`src/rtl/ff_bank_pkg.sv`:
```
// Shared constants for the universal flip-flop bank: mode encodings and
// the S=R=1 resolution policies used in SR mode.
package ff_bank_pkg;

  localparam logic [1:0] MODE_SR = 2'b00;
  localparam logic [1:0] MODE_JK = 2'b01;
  localparam logic [1:0] MODE_D  = 2'b10;
  localparam logic [1:0] MODE_T  = 2'b11;

  localparam int POL_HOLD = 0;
  localparam int POL_SET  = 1;
  localparam int POL_RST  = 2;

  // Next state of one SR bit when both S and R are asserted.
  function automatic logic sr_both_next(input int policy, input logic q_cur);
    logic res;
    res = q_cur;
    if (policy == POL_SET) begin
      res = 1'b1;
    end else if (policy == POL_RST) begin
      res = 1'b0;
    end
    return res;
  endfunction

endpackage

```
`src/rtl/ff_cell.sv`:
```
// One channel of the bank: SR/JK/D/T next-state logic, the state register
// and a combinational flag for an S=R=1 input in SR mode.
module ff_cell
  import ff_bank_pkg::*;
#(
  parameter int SR_POLICY = POL_HOLD,
  parameter bit RESET_Q   = 1'b0
) (
  input  logic       clk,
  input  logic       rst_n,
  input  logic       en,
  input  logic [1:0] mode,
  input  logic       a,
  input  logic       b,
  output logic       q,
  output logic       illegal
);

  logic q_q;
  logic q_d;

  // Next-state selection for the current mode; B is only looked at in SR/JK.
  always_comb begin
    q_d = q_q;
    case (mode)
      MODE_SR: begin
        case ({a, b})
          2'b10:   q_d = 1'b1;
          2'b01:   q_d = 1'b0;
          2'b11:   q_d = sr_both_next(SR_POLICY, q_q);
          default: q_d = q_q;
        endcase
      end
      MODE_JK: begin
        case ({a, b})
          2'b10:   q_d = 1'b1;
          2'b01:   q_d = 1'b0;
          2'b11:   q_d = ~q_q;
          default: q_d = q_q;
        endcase
      end
      MODE_D:  q_d = a;
      MODE_T:  q_d = a ? ~q_q : q_q;
      default: q_d = q_q;
    endcase
  end

  // State register: synchronous active-low reset beats the clock enable.
  always_ff @(posedge clk) begin
    if (!rst_n) begin
      q_q <= RESET_Q;
    end else if (en) begin
      q_q <= q_d;
    end
  end

  assign q       = q_q;
  // Enable gating is applied at the bank, so this is purely input-based.
  assign illegal = (mode == MODE_SR) && a && b;

endmodule

```
`src/rtl/universal_ff_bank.sv`:
```
// Bank of WIDTH independent flip-flops sharing one mode and enable, with a
// sticky error flag and a saturating counter of illegal SR input cycles.
module universal_ff_bank
  import ff_bank_pkg::*;
#(
  parameter int WIDTH     = 8,
  parameter int CNT_W     = 4,
  parameter int SR_POLICY = POL_HOLD,
  parameter bit RESET_Q   = 1'b0
) (
  input  logic             CLK,
  input  logic             RST_N,
  input  logic             EN,
  input  logic [1:0]       MODE,
  input  logic [WIDTH-1:0] A,
  input  logic [WIDTH-1:0] B,
  input  logic             ERR_CLR,
  output logic [WIDTH-1:0] Q,
  output logic [WIDTH-1:0] QBAR,
  output logic             ERR,
  output logic [CNT_W-1:0] ERR_CNT
);

  logic [WIDTH-1:0] illegal_vec;
  logic             illegal_cycle;
  logic             err_q;
  logic             err_d;
  logic [CNT_W-1:0] err_cnt_q;
  logic [CNT_W-1:0] err_cnt_d;

  genvar gi;
  generate
    for (gi = 0; gi < WIDTH; gi++) begin : g_cell
      ff_cell #(
        .SR_POLICY(SR_POLICY),
        .RESET_Q  (RESET_Q)
      ) u_cell (
        .clk    (CLK),
        .rst_n  (RST_N),
        .en     (EN),
        .mode   (MODE),
        .a      (A[gi]),
        .b      (B[gi]),
        .q      (Q[gi]),
        .illegal(illegal_vec[gi])
      );
    end
  endgenerate

  // One event per cycle no matter how many bits are illegal.
  assign illegal_cycle = EN && (|illegal_vec);

  // Error bookkeeping: a new illegal event wins over a simultaneous clear.
  always_comb begin
    err_d     = err_q;
    err_cnt_d = err_cnt_q;
    if (illegal_cycle) begin
      err_d = 1'b1;
      if (ERR_CLR) begin
        err_cnt_d = CNT_W'(1);
      end else if (!(&err_cnt_q)) begin
        err_cnt_d = err_cnt_q + CNT_W'(1);
      end
    end else if (ERR_CLR) begin
      err_d     = 1'b0;
      err_cnt_d = '0;
    end
  end

  // Error registers; reset discards any event seen in the same cycle.
  always_ff @(posedge CLK) begin
    if (!RST_N) begin
      err_q     <= 1'b0;
      err_cnt_q <= '0;
    end else begin
      err_q     <= err_d;
      err_cnt_q <= err_cnt_d;
    end
  end

  assign QBAR    = ~Q;
  assign ERR     = err_q;
  assign ERR_CNT = err_cnt_q;

endmodule

```
`config.mk`:
```
export PLATFORM = sky130hd
export DESIGN_NAME = universal_ff_bank
export DESIGN_NICKNAME = d
export VERILOG_FILES = /design/src/rtl/ff_bank_pkg.sv /design/src/rtl/ff_cell.sv /design/src/rtl/universal_ff_bank.sv
export SDC_FILE = /design/constraint.sdc
export NUM_CORES = 1
export LEC_CHECK = 0
export BUFFER_PORTS_ARGS = -buffer_cell sky130_fd_sc_hd__buf_2
export CORE_ASPECT_RATIO = 0.75
export CORE_MARGIN = 1
export CORE_UTILIZATION = 46
export CTS_CLUSTER_SIZE = 10
export DETAILED_ROUTE_END_ITERATION = 10
export PLACE_DENSITY = 0.79
export SETUP_SLACK_MARGIN = 0.05
export SYNTH_ARGS = -nofsm -noshare
export SYNTH_HDL_FRONTEND = slang
export SYNTH_HIERARCHICAL = 1
export SYNTH_SLANG_ARGS = --single-unit
```
`constraint.sdc`:
```
create_clock -name CLK -period 2 [get_ports CLK]
set_input_delay 0.4 -clock CLK [delete_from_list [all_inputs] [get_ports CLK]]
set_output_delay 0.4 -clock CLK [all_outputs]
set_load 0.1 [all_outputs]
```
==> Yosys cells after proc, flatten, opt, wreduce, memory -nomap -nowiden <==
Cells that the tools add are included.
{ "op_classes": {"addsub": 1, "eq_ne": 52, "muxes": 38, "n_bitwise": 9, "reduce_logical": 30} }
{ "ops": {"columns": ["cell", "n"], "rows": [
  ["$eq A2 B2 Y1 const B", 18],
  ["$reduce_and A4 Y1", 9],
  ["$ne A4 B1 Y1 const B", 8],
  ["$pmux W1 S4", 8],
  ["$pmux W1 S3", 8],
  ["$ne A3 B1 Y1 const B", 7],
  ["$eq A2 B1 Y1 const B", 9],
  ["$ne A2 B2 Y1 const B", 9],
  ["$logic_and A1 B1 Y1", 17],
  ["$mux W4", 4],
  ["$pmux W1 S2", 8],
  ["$mux W1", 10],
  ["$not A1 Y1", 8],
  ["$not A8 Y8", 1],
  ["$reduce_or A8 Y1", 1],
  ["$add A4 B1 Y4 const B", 1],
  ["$ne A3 B3 Y1 const B", 1],
  ["$logic_not A2 Y1", 1],
  ["$reduce_and A2 Y1", 1],
  ["$reduce_bool A2 Y1", 1]
]} }
{ "word_totals": {"ff_bits": 13, "input_bits": 22, "out_inout_bits": 21, "word_cells": 140} }

==> Longest topological paths before layout <==
{ "depth": {"depth_word": 7, "mapped_depth": 6, "depth_no_buf": 6} }

==> Cells and area by module <==
Netlist, hierarchy kept.
{ "modules_own_cells": {"columns": ["mod", "instances", "cells_each", "area_each_um2"], "rows": [
  ["ff_cell", 8, 10, 80.1],
  ["universal_ff_bank", 1, 35, 300.3]
]} }

==> Worst setup path before layout <==
No wires, ideal clock.
{ "synth_timing": {"path_type": "register -> output", "from": "register g_cell[0].u_cell.q_q", "to": "output QBAR[0]", "arrival_ns": 1.649, "required_ns": 1.600, "path_slack_ns": -0.049, "path_stages_with_launch": 2, "n_path_buf": 0, "cell_sequence": "dfxtp_1 inv_1"} }
{ "synth_via": {"elab_chain_len": 1} }
{ "synth_rtl": {"columns": ["item", "line_no", "rtl"], "rows": [
  ["from (decl)", "ff_cell.sv:19", "logic q_q;"],
  ["from (signal assigned)", "ff_cell.sv:53", "q_q <= q_d;"],
  ["$not A8 Y8", "universal_ff_bank.sv:81", "assign QBAR = ~Q;"],
  ["to (decl)", "universal_ff_bank.sv:19", "output logic [WIDTH-1:0] QBAR,"]
]} }
No other way between the ends.

==> Worst setup path in the final report <==
{ "layout_timing": {"from": "input MODE[1]", "to": "register err_cnt_q[3] (netlist: ERR_CNT[3])"} }
{ "layout_via": {"elab_chain_len": 7, "word_cells_on_any_way": 22, "cone_classes": "1 x mux; 21 x reduce/logical"} }
{ "layout_rtl": {"columns": ["item", "line_no", "rtl"], "rows": [
  ["from (decl)", "universal_ff_bank.sv:14", "input logic [1:0] MODE,"],
  ["$logic_not A2 Y1 *", "ff_cell.sv:59", "assign illegal = (mode == MODE_SR) && a && b;"],
  ["$logic_and A1 B1 Y1 * (2 in a row)", "ff_cell.sv:59", null],
  ["net illegal_vec[7]", "universal_ff_bank.sv:24", "logic [WIDTH-1:0] illegal_vec;"],
  ["$reduce_or A8 Y1 *", "universal_ff_bank.sv:51", "assign illegal_cycle = EN && (|illegal_vec);"],
  ["$logic_and A1 B1 Y1 *", "universal_ff_bank.sv:51", null],
  ["$reduce_bool A2 Y1 (no source line)", null, null],
  ["$reduce_and A2 Y1 (no source line)", null, null],
  ["to (signal assigned)", "universal_ff_bank.sv:77", "err_cnt_q <= err_cnt_d;"],
  ["to (decl)", "universal_ff_bank.sv:28", "logic [CNT_W-1:0] err_cnt_q;"]
]} }
Mark *: on every way through the listed nets, which the timed path passes. The rest lies on a longest branch.
A chain may end at the register's enable or synchronous reset.

==> impl_metrics.ini <==
[clock_tree]
cts_setup_buffers = 0
cts_root_buffer = clkbuf_4
htree_levels = 1
cts_max_path_buffers = 2
clock_sinks = 13
cts_tree = built
cts_hold_buf = 0
cts_resized = 0
cts.reportedPaths.clkPinSlew_ns = 0.09
clkLatencyLatePin_ns = 0.28
cts_buffers = 3

[job]
maxCapViolations = 0

[pwr]
seqPwrFrac_pct = 34.9
combPwrFrac_pct = 44.5
total_power_uw = 832
p_per_area_nw_per_um2 = 650
swShare_pct = 46.5
leakagePower_uw = 0.000538
power_frac_clock_pct = 20.6
switchingPower_uw = 387
power.internal_uw = 445
vdd.ir_drop.worst_mv = 0.404

[worst_setup_path]
crit_family = simple AND/OR/NAND/NOR gates
path_cells = buf_2 -> buf_12 -> nor3b_2 -> and2_1 -> or4_4 -> o21ai_4 -> o311ai_0 -> o41ai_1
max_stage_delay_ns = 0.55
cp.arrival_ns = 1.92
start_kind = input port
worst_ep_required_time_ns = 2.18
path_buf_inv = 2
endpoint_kind = flip-flop
cp_slowest_cell = or4_4
worstPathMaxFanout = 15
crit_type = input port to flip-flop

[detailed_routing]
top_layer = met4
vias = 1061
dr.pass1.iters = 4
vias_per_cell = 5.64
wl_met2_mm = 1.09
totalWireLength_mm = 2.35
drc = 0
drtIter0Drc = 34
route.met3.wl_um = 142
wl_per_cell_um = 12.5
met1_length_mm = 1.10
ant_nets = 0

[synthesis]
synth_area_sq_um = 941
synth_nets = 138
synthArstFlopShare_pct = 0
synth.most_common_cell = nand2_1
synthDistinctLibCells = 22
yosysSeqAreaShare_pct = 27.7
synthCells = 115
yosysTopAreaCellShare_pct = 27.7
synth_edf_count = 0
synthTopCellsByCount = nand2_1, dfxtp_1, inv_1
synth_area_leader_cell = dfxtp_1
synth_area_per_cell_sq_um = 8.18
yosys_warnings = 6
ys_seq_elements = 13
synth-main-ff-cell = dfxtp_1
synth_area_leaders = dfxtp_1, nor3b_2, nand2_1

[final_layout]
regArea_sq_um = 272
diodes = 0
fill_cells = 158
final_design_area_no_fill_sq_um = 1280
area_delta_synth_final_pct = 35.9
nNetsFinal = 190
multi_input_area_sq_um = 643
drive_gt1_share_pct = 42.8

[timing]
finalHoldViolCount = 0
worstMarginPinSlew_ns = 0.489
maxSlewHeadroom_pct = 67.6
setup_viol_count_final = 0
fin_skew_ns = 0.000272
period_needed_ns = 1.74
timing.fmax_mhz = 575
slew_viol_final = 0
rsz0062_at_grt = false
min_period_over_period_pct = 87.0

[place]
place.port_buffers = 42
dpl_cell_area_sq_um = 1250
hpwlAfterDp_mm = 1.81
gp_congestion = 0.742

[die]
io-pin-count = 43
die_x_um = 54.2
die_area_sq_um = 2230
core_area_sq_um = 1820
rows = 13
die_y_um = 41.2
initial_core_util_pct = 51.6

[global_route]
globalRouteOverflowTotal = 0
grt_pass1_vias = 775
antenna_found_initial = 0
grt_pass1_wl_mm = 3.28
track_usage_pct = 21.6
grt_max_degree = 19

[run_status]
status = completed

[worst_hold_path]
hold_path.class = input port to flip-flop
## path summary, 6_finish.rpt
path | start | to | slack (ns) | cells past startpoint
worst max-delay path | MODE[1] | ERR_CNT[3] | 0.26 | 8
worst min-delay path | ERR_CLR | ERR | 0.44 | 3
worst max register to register | ERR_CNT[1] | ERR_CNT[2] | 0.77 | 4
worst min register to register | ERR | ERR | 0.50 | 2
## cell families after synthesis
| logic type | synth area share [%] |
|---|---|
| AO/OA/AOI/OAI | 33.9 |
| buffers and inverters | 3.99 |
| AND/OR/NAND/NOR | 32.0 |
| flip-flops | 27.7 |
| adder cells (fa/ha/maj) | 1.33 |
| multiplexers | 1.06 |
## power by group through the flow
stage | logic (uW) | clock network (uW) | registers [uW]
after floorplan | 161 | 0 | 404
after global placement | 365 | 0 | 295
after detailed placement | 370 | 0 | 296
after CTS | 371 | 180 | 290
after global routing | 390 | 188 | 293
final | 370 | 172 | 290
## layer usage
layer,vias to the layer above,global-route usage [%]
met3,2,6.67
met2,33,36.0
met1,493,27.2
li1,533,-
met5,-,0
met4,0,5.77
## metrics by stage
step / setup slack [ns] / utilization (%) / cells / TNS (ns) / hold slack [ns]
after floorplan: 0.0531 / - / 115 / 0 / 0.554
after global placement: 0.0231 / 68.8 / 184 / 0 / 0.472
after detailed placement: -0.0221 / 68.8 / 184 / -0.0221 / 0.489
after CTS: 0.272 / 70.2 / 188 / 0 / 0.428
after global routing: 0.226 / 70.2 / 188 / 0 / 0.467
final: 0.260 / 70.2 / 188 / 0 / 0.435
## state kept, by name (all words and copies together) (netlist names)
signal and count:
g_cell.u_cell/q 8, ERR_CNT 4, ERR 1
## cell type report
cell class              count  area share [%]
well taps                  22            2.15
multi-input cells          92            50.3
inverters                  10            2.94
clock buffers               4            2.05
repair buffers             47            21.3
flip-flops and latches     13            21.2
## worst reg2reg max path, cell delays in order, from the launching register on
cell and delay (ns):
dfxtp_1 0.38, ha_1 0.24, inv_1 0.07, o311ai_0 0.30
o41ai_1 0.12
## placed cells by master (no fill, tap or decap), types with 2 or more instances in the layout
| cell type | n |
|---|---|
| o21ai_1 | 8 |
| clkbuf_4 | 3 |
| o311ai_0 | 2 |
| nand3_1 | 9 |
| o41ai_1 | 2 |
| dfxtp_2 | 9 |
| and2_1 | 8 |
| buf_2 | 42 |
| o21a_1 | 8 |
| nand2_1 | 19 |
| inv_1 | 10 |
| or4_4 | 2 |
| buf_4 | 3 |
| buf_12 | 2 |
| dfxtp_1 | 4 |
| a21boi_0 | 9 |
| o221ai_1 | 8 |
| nor3b_2 | 8 |
Note: power is estimated with default switching activity, not from simulation.
